===== src/rtl/operand_serializer_pkg.sv =====
// operand_serializer_pkg: shared types and constants for the operand serializer.
// Bundle layout is shared by the FSM and the optional skid register.
package operand_serializer_pkg;

    localparam int WIDTH   = 8;
    localparam int MAX_OPS = 3;
    localparam int CNT_W   = 2;

    typedef enum logic [1:0] {
        IDLE,
        SEND,
        COMMIT
    } state_e;

    typedef struct packed {
        logic [CNT_W-1:0] count;
        logic [WIDTH-1:0] op0;
        logic [WIDTH-1:0] op1;
        logic [WIDTH-1:0] op2;
    } bundle_t;

    function automatic logic [CNT_W-1:0] clamp_count(input logic [CNT_W-1:0] c);
        return (c > CNT_W'(MAX_OPS)) ? CNT_W'(MAX_OPS) : c;
    endfunction

    function automatic logic [WIDTH-1:0] op_at(input bundle_t b, input logic [CNT_W-1:0] i);
        return (i == CNT_W'(0)) ? b.op0 : (i == CNT_W'(1)) ? b.op1 : b.op2;
    endfunction

endpackage


===== src/rtl/operand_serializer_skid.sv =====
// operand_skid: one-entry bundle register with valid/ready semantics.
// A push overwrites the entry; a pop without push empties it.
module operand_skid
    import operand_serializer_pkg::*;
(
    input  logic    clk,
    input  logic    rst_n,
    input  logic    push,
    input  bundle_t push_data,
    input  logic    pop,
    output logic    valid,
    output bundle_t data
);

    logic    valid_q, valid_d;
    bundle_t data_q, data_d;

    always_comb begin
        valid_d = push ? 1'b1 : (pop ? 1'b0 : valid_q);
        data_d  = push ? push_data : data_q;
    end

    always_ff @(posedge clk or negedge rst_n) begin
        if (!rst_n) begin
            valid_q <= 1'b0;
            data_q  <= '0;
        end else begin
            valid_q <= valid_d;
            data_q  <= data_d;
        end
    end

    assign valid = valid_q;
    assign data  = data_q;

endmodule


===== src/rtl/operand_serializer.sv =====
// operand_serializer: turns a command bundle into a put/value stream plus one commit cycle.
// Define OPERAND_SERIALIZER_SKID_EN to add a one-entry skid buffer for back-to-back commands.
module operand_serializer
    import operand_serializer_pkg::*;
(
    input  logic             clk,
    input  logic             rst_n,
    input  logic             in_valid,
    output logic             in_ready,
    input  logic [CNT_W-1:0] in_count,
    input  logic [WIDTH-1:0] in_op0,
    input  logic [WIDTH-1:0] in_op1,
    input  logic [WIDTH-1:0] in_op2,
    output logic             put,
    output logic [WIDTH-1:0] value,
    output logic             cmd_done,
    output logic             busy
);

    state_e           state_q, state_d;
    logic [CNT_W-1:0] idx_q, idx_d;
    bundle_t          cmd_q, cmd_d, in_bundle, next_bundle;
    logic             put_q, put_d, cmd_done_q, cmd_done_d, busy_q, busy_d;
    logic [WIDTH-1:0] value_q, value_d;
    logic             accept, take_idle, take_commit, take;

    assign in_bundle = '{count: clamp_count(in_count), op0: in_op0, op1: in_op1, op2: in_op2};
    assign accept    = in_valid && in_ready;

`ifdef OPERAND_SERIALIZER_SKID_EN
    logic    skid_valid;
    bundle_t skid_data;

    // Bundles arriving while busy park in the skid; IDLE accepts straight through.
    operand_skid u_skid (
        .clk       (clk),
        .rst_n     (rst_n),
        .push      (accept && state_q != IDLE),
        .push_data (in_bundle),
        .pop       (skid_valid && state_q != SEND),
        .valid     (skid_valid),
        .data      (skid_data)
    );

    assign in_ready    = rst_n && !skid_valid;
    assign next_bundle = skid_valid ? skid_data : in_bundle;
    assign take_idle   = skid_valid || accept;
    assign take_commit = skid_valid;
`else
    assign in_ready    = rst_n && state_q == IDLE;
    assign next_bundle = in_bundle;
    assign take_idle   = accept;
    assign take_commit = 1'b0;
`endif

    assign take = (state_q == IDLE) ? take_idle : (state_q == COMMIT) ? take_commit : 1'b0;

    // Outputs are decoded from the next state so they appear registered.
    always_comb begin
        state_d = state_q;
        idx_d   = idx_q;
        cmd_d   = cmd_q;
        if (take) begin
            cmd_d   = next_bundle;
            idx_d   = '0;
            state_d = (next_bundle.count == '0) ? COMMIT : SEND;
        end else if (state_q == COMMIT) begin
            state_d = IDLE;
        end else if (state_q == SEND) begin
            state_d = (idx_q == cmd_q.count - CNT_W'(1)) ? COMMIT : SEND;
            idx_d   = (idx_q == cmd_q.count - CNT_W'(1)) ? '0 : idx_q + CNT_W'(1);
        end
        put_d      = state_d == SEND;
        value_d    = put_d ? op_at(cmd_d, idx_d) : '0;
        cmd_done_d = state_d == COMMIT;
        busy_d     = state_d != IDLE;
    end

    always_ff @(posedge clk or negedge rst_n) begin
        if (!rst_n) begin
            state_q    <= IDLE;
            idx_q      <= '0;
            cmd_q      <= '0;
            put_q      <= 1'b0;
            value_q    <= '0;
            cmd_done_q <= 1'b0;
            busy_q     <= 1'b0;
        end else begin
            state_q    <= state_d;
            idx_q      <= idx_d;
            cmd_q      <= cmd_d;
            put_q      <= put_d;
            value_q    <= value_d;
            cmd_done_q <= cmd_done_d;
            busy_q     <= busy_d;
        end
    end

    assign put      = put_q;
    assign value    = value_q;
    assign cmd_done = cmd_done_q;
    assign busy     = busy_q;

endmodule


===== config.mk =====
export PLATFORM = sky130hd
export DESIGN_NAME = operand_serializer
export DESIGN_NICKNAME = d
export VERILOG_FILES = /design/src/rtl/operand_serializer_pkg.sv /design/src/rtl/operand_serializer_skid.sv /design/src/rtl/operand_serializer.sv
export SDC_FILE = /design/constraint.sdc
export NUM_CORES = 1
export LEC_CHECK = 0
export CAP_MARGIN = 25
export CORE_MARGIN = 2
export CORE_UTILIZATION = 40
export DETAILED_ROUTE_END_ITERATION = 10
export PLACE_DENSITY = 0.67
export RECOVER_POWER = 50
export SLEW_MARGIN = 5
export SYNTH_ARGS = -nofsm -noshare
export SYNTH_HDL_FRONTEND = slang
export SYNTH_HIERARCHICAL = 1
export SYNTH_SLANG_ARGS = --single-unit

===== constraint.sdc =====
create_clock -name clk -period 2.4 [get_ports clk]
set_clock_uncertainty 0.05 [all_clocks]
set_input_delay 0.48 -clock clk [delete_from_list [all_inputs] [get_ports clk]]
set_output_delay 0.48 -clock clk [all_outputs]
set_load 0.1 [all_outputs]

==> reports/qor.yml, run 1 <==
timing:
  finalSetupViolCount: 0
  tns_ns: 0
  hold_viol: 0
  fmaxAchievable_mhz: 456.6
  maxSlewViolCount: 0
  tightest_slew_ns: 1.195
  post-route-period-util: 0.9125
  layout_setup_ws_ns: 0.2100
  period_needed_ns: 2.190
  rsz0062_at_grt: "no"
  maxSlewHeadroom: 0.2065
hold_path:
  hold_class: "reg2reg"
clocking:
  path_clk_slew_ns: 0.07
  clock_path_buffers: 2
  cts_made_buffers: 5
  insertion_delay_ns: 0.29
  cts_tree: "yes"
  cts.sinks: 41
  h-tree-depth: 2
  clockRootBuffer: "clkbuf_8"
finish:
  area_growth_pct: 29.20
  n_antenna_cell: 0
  drive_above_1_share: 0.2650
  fillers: 380
  finalNetCount: 229
  fin_cells: 252
global_routing:
  antenna_found_initial: 0
  grt_pass1_wl_um: 6748
  grt_max_degree: 41
  grt_usage: 0.1708
  grt_pass1_vias: 1382
  grt_overflow: 0
logic_synthesis:
  ys.flop_type: "dfrtp_1"
  synth-seq-cells: 41
  synth_area_um2: 1856
  synthDistinctLibCells: 36
  yosysSeqAreaShare: 0.5529
  ys_warn_count: 6
  synth_top_cell_by_area: "dfrtp_1"
  syn_avg_cell_area_um2: 12.37
  syn_nets: 179
  synth-edff-count: 0
  synth_top_area_share: 0.5529
  netlist_instances: 150
  ys_async_sr_fraction: 1.000
  yosys-top-cells-area: "dfrtp_1 (55%), mux2_2 (10%), mux2i_1 (4.3%)"
placement:
  portBuffers: 40
  placed_cells: 244
  preCtsSetupSlack_ns: 0.09984
  hpwl_um: 3020
  gp_congestion: 0.8402
route:
  wl_um: 3934
  firstDrtPassIters: 4
  drcViolationCount: 0
  num_vias: 1309
  avgViaCountPerCell: 5.194
  wl_per_cell_um: 15.61
  ant_nets: 0
  drtIter0Drc: 102
floorplan:
  initial_core_util: 0.4204
  rows: 24
  die_x_um: 72.11
  die_area_um2: 5200
  die_h_um: 72.11
  core_area_um2: 4414
  ioPinCount: 41
critical_path:
  cp_max_fo: 14
  startpoint_type: "input pin"
  required_ns: 2.52
  cp_data_arrival_time_ns: 2.31
  cp-end-kind: "register"
  crit_type: "in2reg"
pwr:
  ir_drop_uv: 439.0
  p_per_area_nw_per_um2: 1451
  finalPower_mw: 3.478
  leakage_nw: 1.062
job:
  drv_cap: 0
outcome:
  status: "complete, no violations"
[metal layers]
layer	part of all wire	track usage	vias up
met5	0	0	-
met4	0.021	0.06918	0
met3	0.043	0.05000	9
met2	0.51	0.2732	26
met1	0.43	0.2183	643
li1	-	-	631
[cell families (layout without fill, tap and decap cells)]
group / Yosys count / after routing / synth area share
mux: 28 / 28 / 0.1666
xor+xnor: 1 / 1 / 0.004721
buf+inv: 17 / 67 / 0.04719
flops: 41 / 41 / 0.5529
compound gates: 18 / 18 / 0.08294
simple gates: 45 / 45 / 0.1457
[per-stage QoR]
stage	instance area, um2	hold slack, ns	utilization
after floorplan	1861	0.1344	-
after global placement	2322	0.2430	0.5261
after detailed placement	2322	0.2452	0.5261
after CTS	2419	0.4421	0.5479
after global routing	2397	0.4543	0.5431
final	2397	0.4381	0.5431
[worst max-delay path, cell delays in order]
cell,delay [ns]
dlygate4sd3_1,0.53
buf_2,0.16
and4bb_1,0.26
buf_4,0.26
mux2_2,0.38
nor3_1,0.17
nor4_1,0.07
[synth_stat cells, types with 2 or more instances]
cell type and count:
a2111oi_2 3, a21o_1 2, a21oi_1 5, and4bb_1 2
buf_2 3, buf_4 2, dfrtp_1 41, inv_1 9
mux2_1 2, mux2_2 17, mux2i_1 8, nand2_1 2
nand2b_1 3, nand3_1 6, nor2_1 12, nor2b_1 2
nor3_1 6, nor3_2 3, nor4_1 4, nor4bb_1 2
[timing repair]
| action | CTS | global route |
|---|---|---|
| hold endpoints to repair | 1 | 0 |
| hold buffers | 1 | 0 |
| resized for setup | 0 | 0 |
| buffers inserted | 0 | 0 |
[placed cells by master, fill, tap and decap left out, types with 2 or more instances in the layout]
cell type / synthesis / routed
nor3_2: 3 / 3
a21o_1: 2 / 2
dfrtp_1: 41 / 41
and4bb_1: 2 / 2
mux2_2: 17 / 17
a2111oi_2: 3 / 3
nor4bb_1: 2 / 2
nor2b_1: 2 / 2
nor4_1: 4 / 4
nand2_1: 2 / 2
nand3_1: 6 / 6
inv_1: 9 / 9
mux2i_1: 8 / 8
mux2_1: 2 / 2
a21oi_1: 5 / 5
nand2b_1: 3 / 3
clkbuf_1: 0 / 6
clkbuf_8: 0 / 6
clkdlybuf4s50_1: 0 / 27
nor2_1: 12 / 12
nor3_1: 6 / 6
buf_4: 2 / 13
[where the power goes]
part / internal [mW] / leakage, nW / switching [mW]
logic: 0.710 / 0.512 / 1.16
registers: 1.00 / 0.506 / 0.156
clock network: 0.228 / 0.0443 / 0.217
total: 1.94 / 1.06 / 1.54
[sequential cells by signal (all words and copies together) (netlist names)]
signal / count
cmd_done: 1
state_q: 2
value: 8
busy: 1
cmd_q: 26
idx_q: 2
put: 1
[cell type report]
| class | count | area, um2 | share of cell area |
|---|---|---|---|
| repair buffers | 49 | 426.7 | 0.1780 |
| multi-input cells | 92 | 747.0 | 0.3116 |
| well taps | 52 | 65.06 | 0.02714 |
| clock buffers | 7 | 86.33 | 0.03601 |
| flip-flops and latches | 41 | 1026 | 0.4280 |
| inverters | 11 | 46.29 | 0.01931 |
[worst paths after layout]
path                        endpoint  slack [ns]  cells past startpoint  startpoint
setup reg to reg            value[4]        0.35                      6    idx_q[1]
setup / recovery            value[5]        0.21                      7       rst_n
min in group asynchronous       busy        0.48                      2       rst_n
max in group asynchronous  cmd_q[15]        0.68                      3       rst_n
hold reg to reg             cmd_q[9]        0.44                      2    cmd_q[9]
hold / removal              cmd_q[9]        0.44                      2    cmd_q[9]
(Power assumes the default switching activity.)
==> run 2: changes to the inputs <==
MAX_ROUTING_LAYER = met4   (was unset)
==> reports/qor.yml, run 2 (synthesis results as in run 1) <==
route:
  wl_um: 4186  # was 3934 um
  drcViolationCount: 0  # unchanged
  wl_per_cell_um: 16.42  # was 15.61 um
  firstDrtPassIters: 4  # unchanged
  drtIter0Drc: 128  # was 102
  avgViaCountPerCell: 5.271  # was 5.194
  num_vias: 1344  # was 1309
  ant_nets: 0  # unchanged
critical_path:
  startpoint_type: "register"  # was input pin
  crit_type: "reg2reg"  # was in2reg
  cp_data_arrival_time_ns: 2.26  # was 2.31 ns
  required_ns: 2.52  # about the same
  cp_max_fo: 9  # was 14
  cp-end-kind: "register"  # unchanged
floorplan:
  initial_core_util: 0.4204  # unchanged
  die_h_um: 72.11  # unchanged
  ioPinCount: 41  # unchanged
  die_x_um: 72.11  # unchanged
  die_area_um2: 5200  # unchanged
  core_area_um2: 4414  # unchanged
  rows: 24  # unchanged
global_routing:
  antenna_found_initial: 0  # unchanged
  grt_pass1_vias: 1487  # was 1382
  grt_usage: 0.1828  # was 0.1708
  grt_max_degree: 30  # was 41
  grt_overflow: 0  # unchanged
  grt_pass1_wl_um: 6996  # was 6748 um
timing:
  maxSlewViolCount: 0  # unchanged
  rsz0062_at_grt: "no"  # unchanged
  fmaxAchievable_mhz: 466.4  # was 456.6 MHz
  hold_viol: 0  # unchanged
  tns_ns: 0  # unchanged
  maxSlewHeadroom: 0.2113  # was 0.2065
  tightest_slew_ns: 1.188  # was 1.195 ns
  finalSetupViolCount: 0  # unchanged
  post-route-period-util: 0.8933  # was 0.9125
  period_needed_ns: 2.144  # was 2.190 ns
clocking:
  cts_setup_buffers: 0  # unchanged
  ctsHoldBuffers: 1  # unchanged
  path_clk_slew_ns: 0.08  # was 0.07 ns
  h-tree-depth: 2  # unchanged
  clock_path_buffers: 2  # unchanged
  insertion_delay_ns: 0.29  # about the same
  cts_tree: "yes"  # unchanged
  cts_made_buffers: 5  # unchanged
  clockRootBuffer: "clkbuf_8"  # unchanged
  post_cts_resized: 0  # unchanged
  cts.sinks: 41  # unchanged
finish:
  n_antenna_cell: 0  # unchanged
  final_common_cell: "dfrtp_1"  # unchanged
  drive_above_1_share: 0.2808  # was 0.2650
  layout_common_cells: "dfrtp_1 (41), clkdlybuf4s50_1 (26), mux2_2 (17), buf_4 (17), nor2_1 (12)"  # was dfrtp_1 (41), clkdlybuf4s50_1 (27), mux2_2 (17)
  final_util: 0.5493  # was 0.5431
  finalNetCount: 231  # was 229
  area_growth_pct: 30.68  # was 29.20%
  top_register: "cmd_q"  # unchanged
  largest_reg_flops: 26  # unchanged
hold_path:
  hold_class: "in2async"  # was reg2reg
placement:
  portBuffers: 40  # unchanged
  hpwl_um: 3159  # was 3020 um
  gp_congestion: 0.7899  # was 0.8402
pwr:
  leakage_nw: 1.083  # was 1.062 nW
  p_per_area_nw_per_um2: 1458  # was 1451 nW/um2
  ir_drop_uv: 572.9  # was 439.0 uV
job:
  drv_cap: 0  # unchanged
outcome:
  status: "complete, no violations"  # unchanged
-- run 2: where the power goes --
| group | switching, mW | leakage [nW] | internal (mW) |
|---|---|---|---|
| Combinational | 1.19 | 0.526 | 0.712 |
| Clock | 0.242 | 0.0512 | 0.233 |
| Sequential | 0.157 | 0.506 | 1.00 |
| Total | 1.59 | 1.08 | 1.95 |
-- run 2: final cells by class --
cell class,count,area [um2]
fillers,376,1989
clock inverters,2,13.76
flip-flops and latches,41,1026
inverters,11,46.29
well taps,52,65.06
clock buffers,6,82.58
multi-input cells,92,743.2
repair buffers,51,447.9
-- run 2: routing by layer --
layer / track usage / vias up / wire length, um
met3: 0.04444 / 9 / 174
li1: - / 636 / -
met4: 0.06709 / 0 / 75
met5: - / - / 0
met1: 0.2157 / 668 / 1769
met2: 0.3038 / 31 / 2167
-- run 2: worst max-delay path, stage by stage (launching register included) --
cell       delay, ns
dfrtp_1         0.43
xnor2_1         0.31
mux2_1          0.42
a21o_1          0.24
clkinv_4        0.12
nor3_2          0.06
a2111oi_2       0.40
-- run 2: path summary, 6_finish.rpt --
path                                start   endpoint  slack [ns]  cells past startpoint
worst min-delay path                rst_n  cmd_q[13]        0.23                      2
worst min register to register  cmd_q[10]  cmd_q[10]        0.43                      2
max in group asynchronous           rst_n  cmd_q[14]        1.59                      2
worst max register to register   idx_q[1]   value[7]        0.26                      6
min in group clk                cmd_q[10]  cmd_q[10]        0.43                      2
worst max-delay path             idx_q[1]   value[7]        0.26                      6
-- run 2: stage by stage --
step                power (mW)  instance area, um2  hold slack, ns  std cells  worst slack, ns
global placement         3.030                2337          0.2581        246           0.1603
detailed placement       3.107                2337          0.2591        246          0.09583
global route             3.769                2425          0.2621        255           0.1654
finish                   3.536                2425          0.2339        255           0.2560
floorplan                2.606                1861          0.1344        150           0.1340
CTS                      3.593                2444          0.1480        255           0.3159
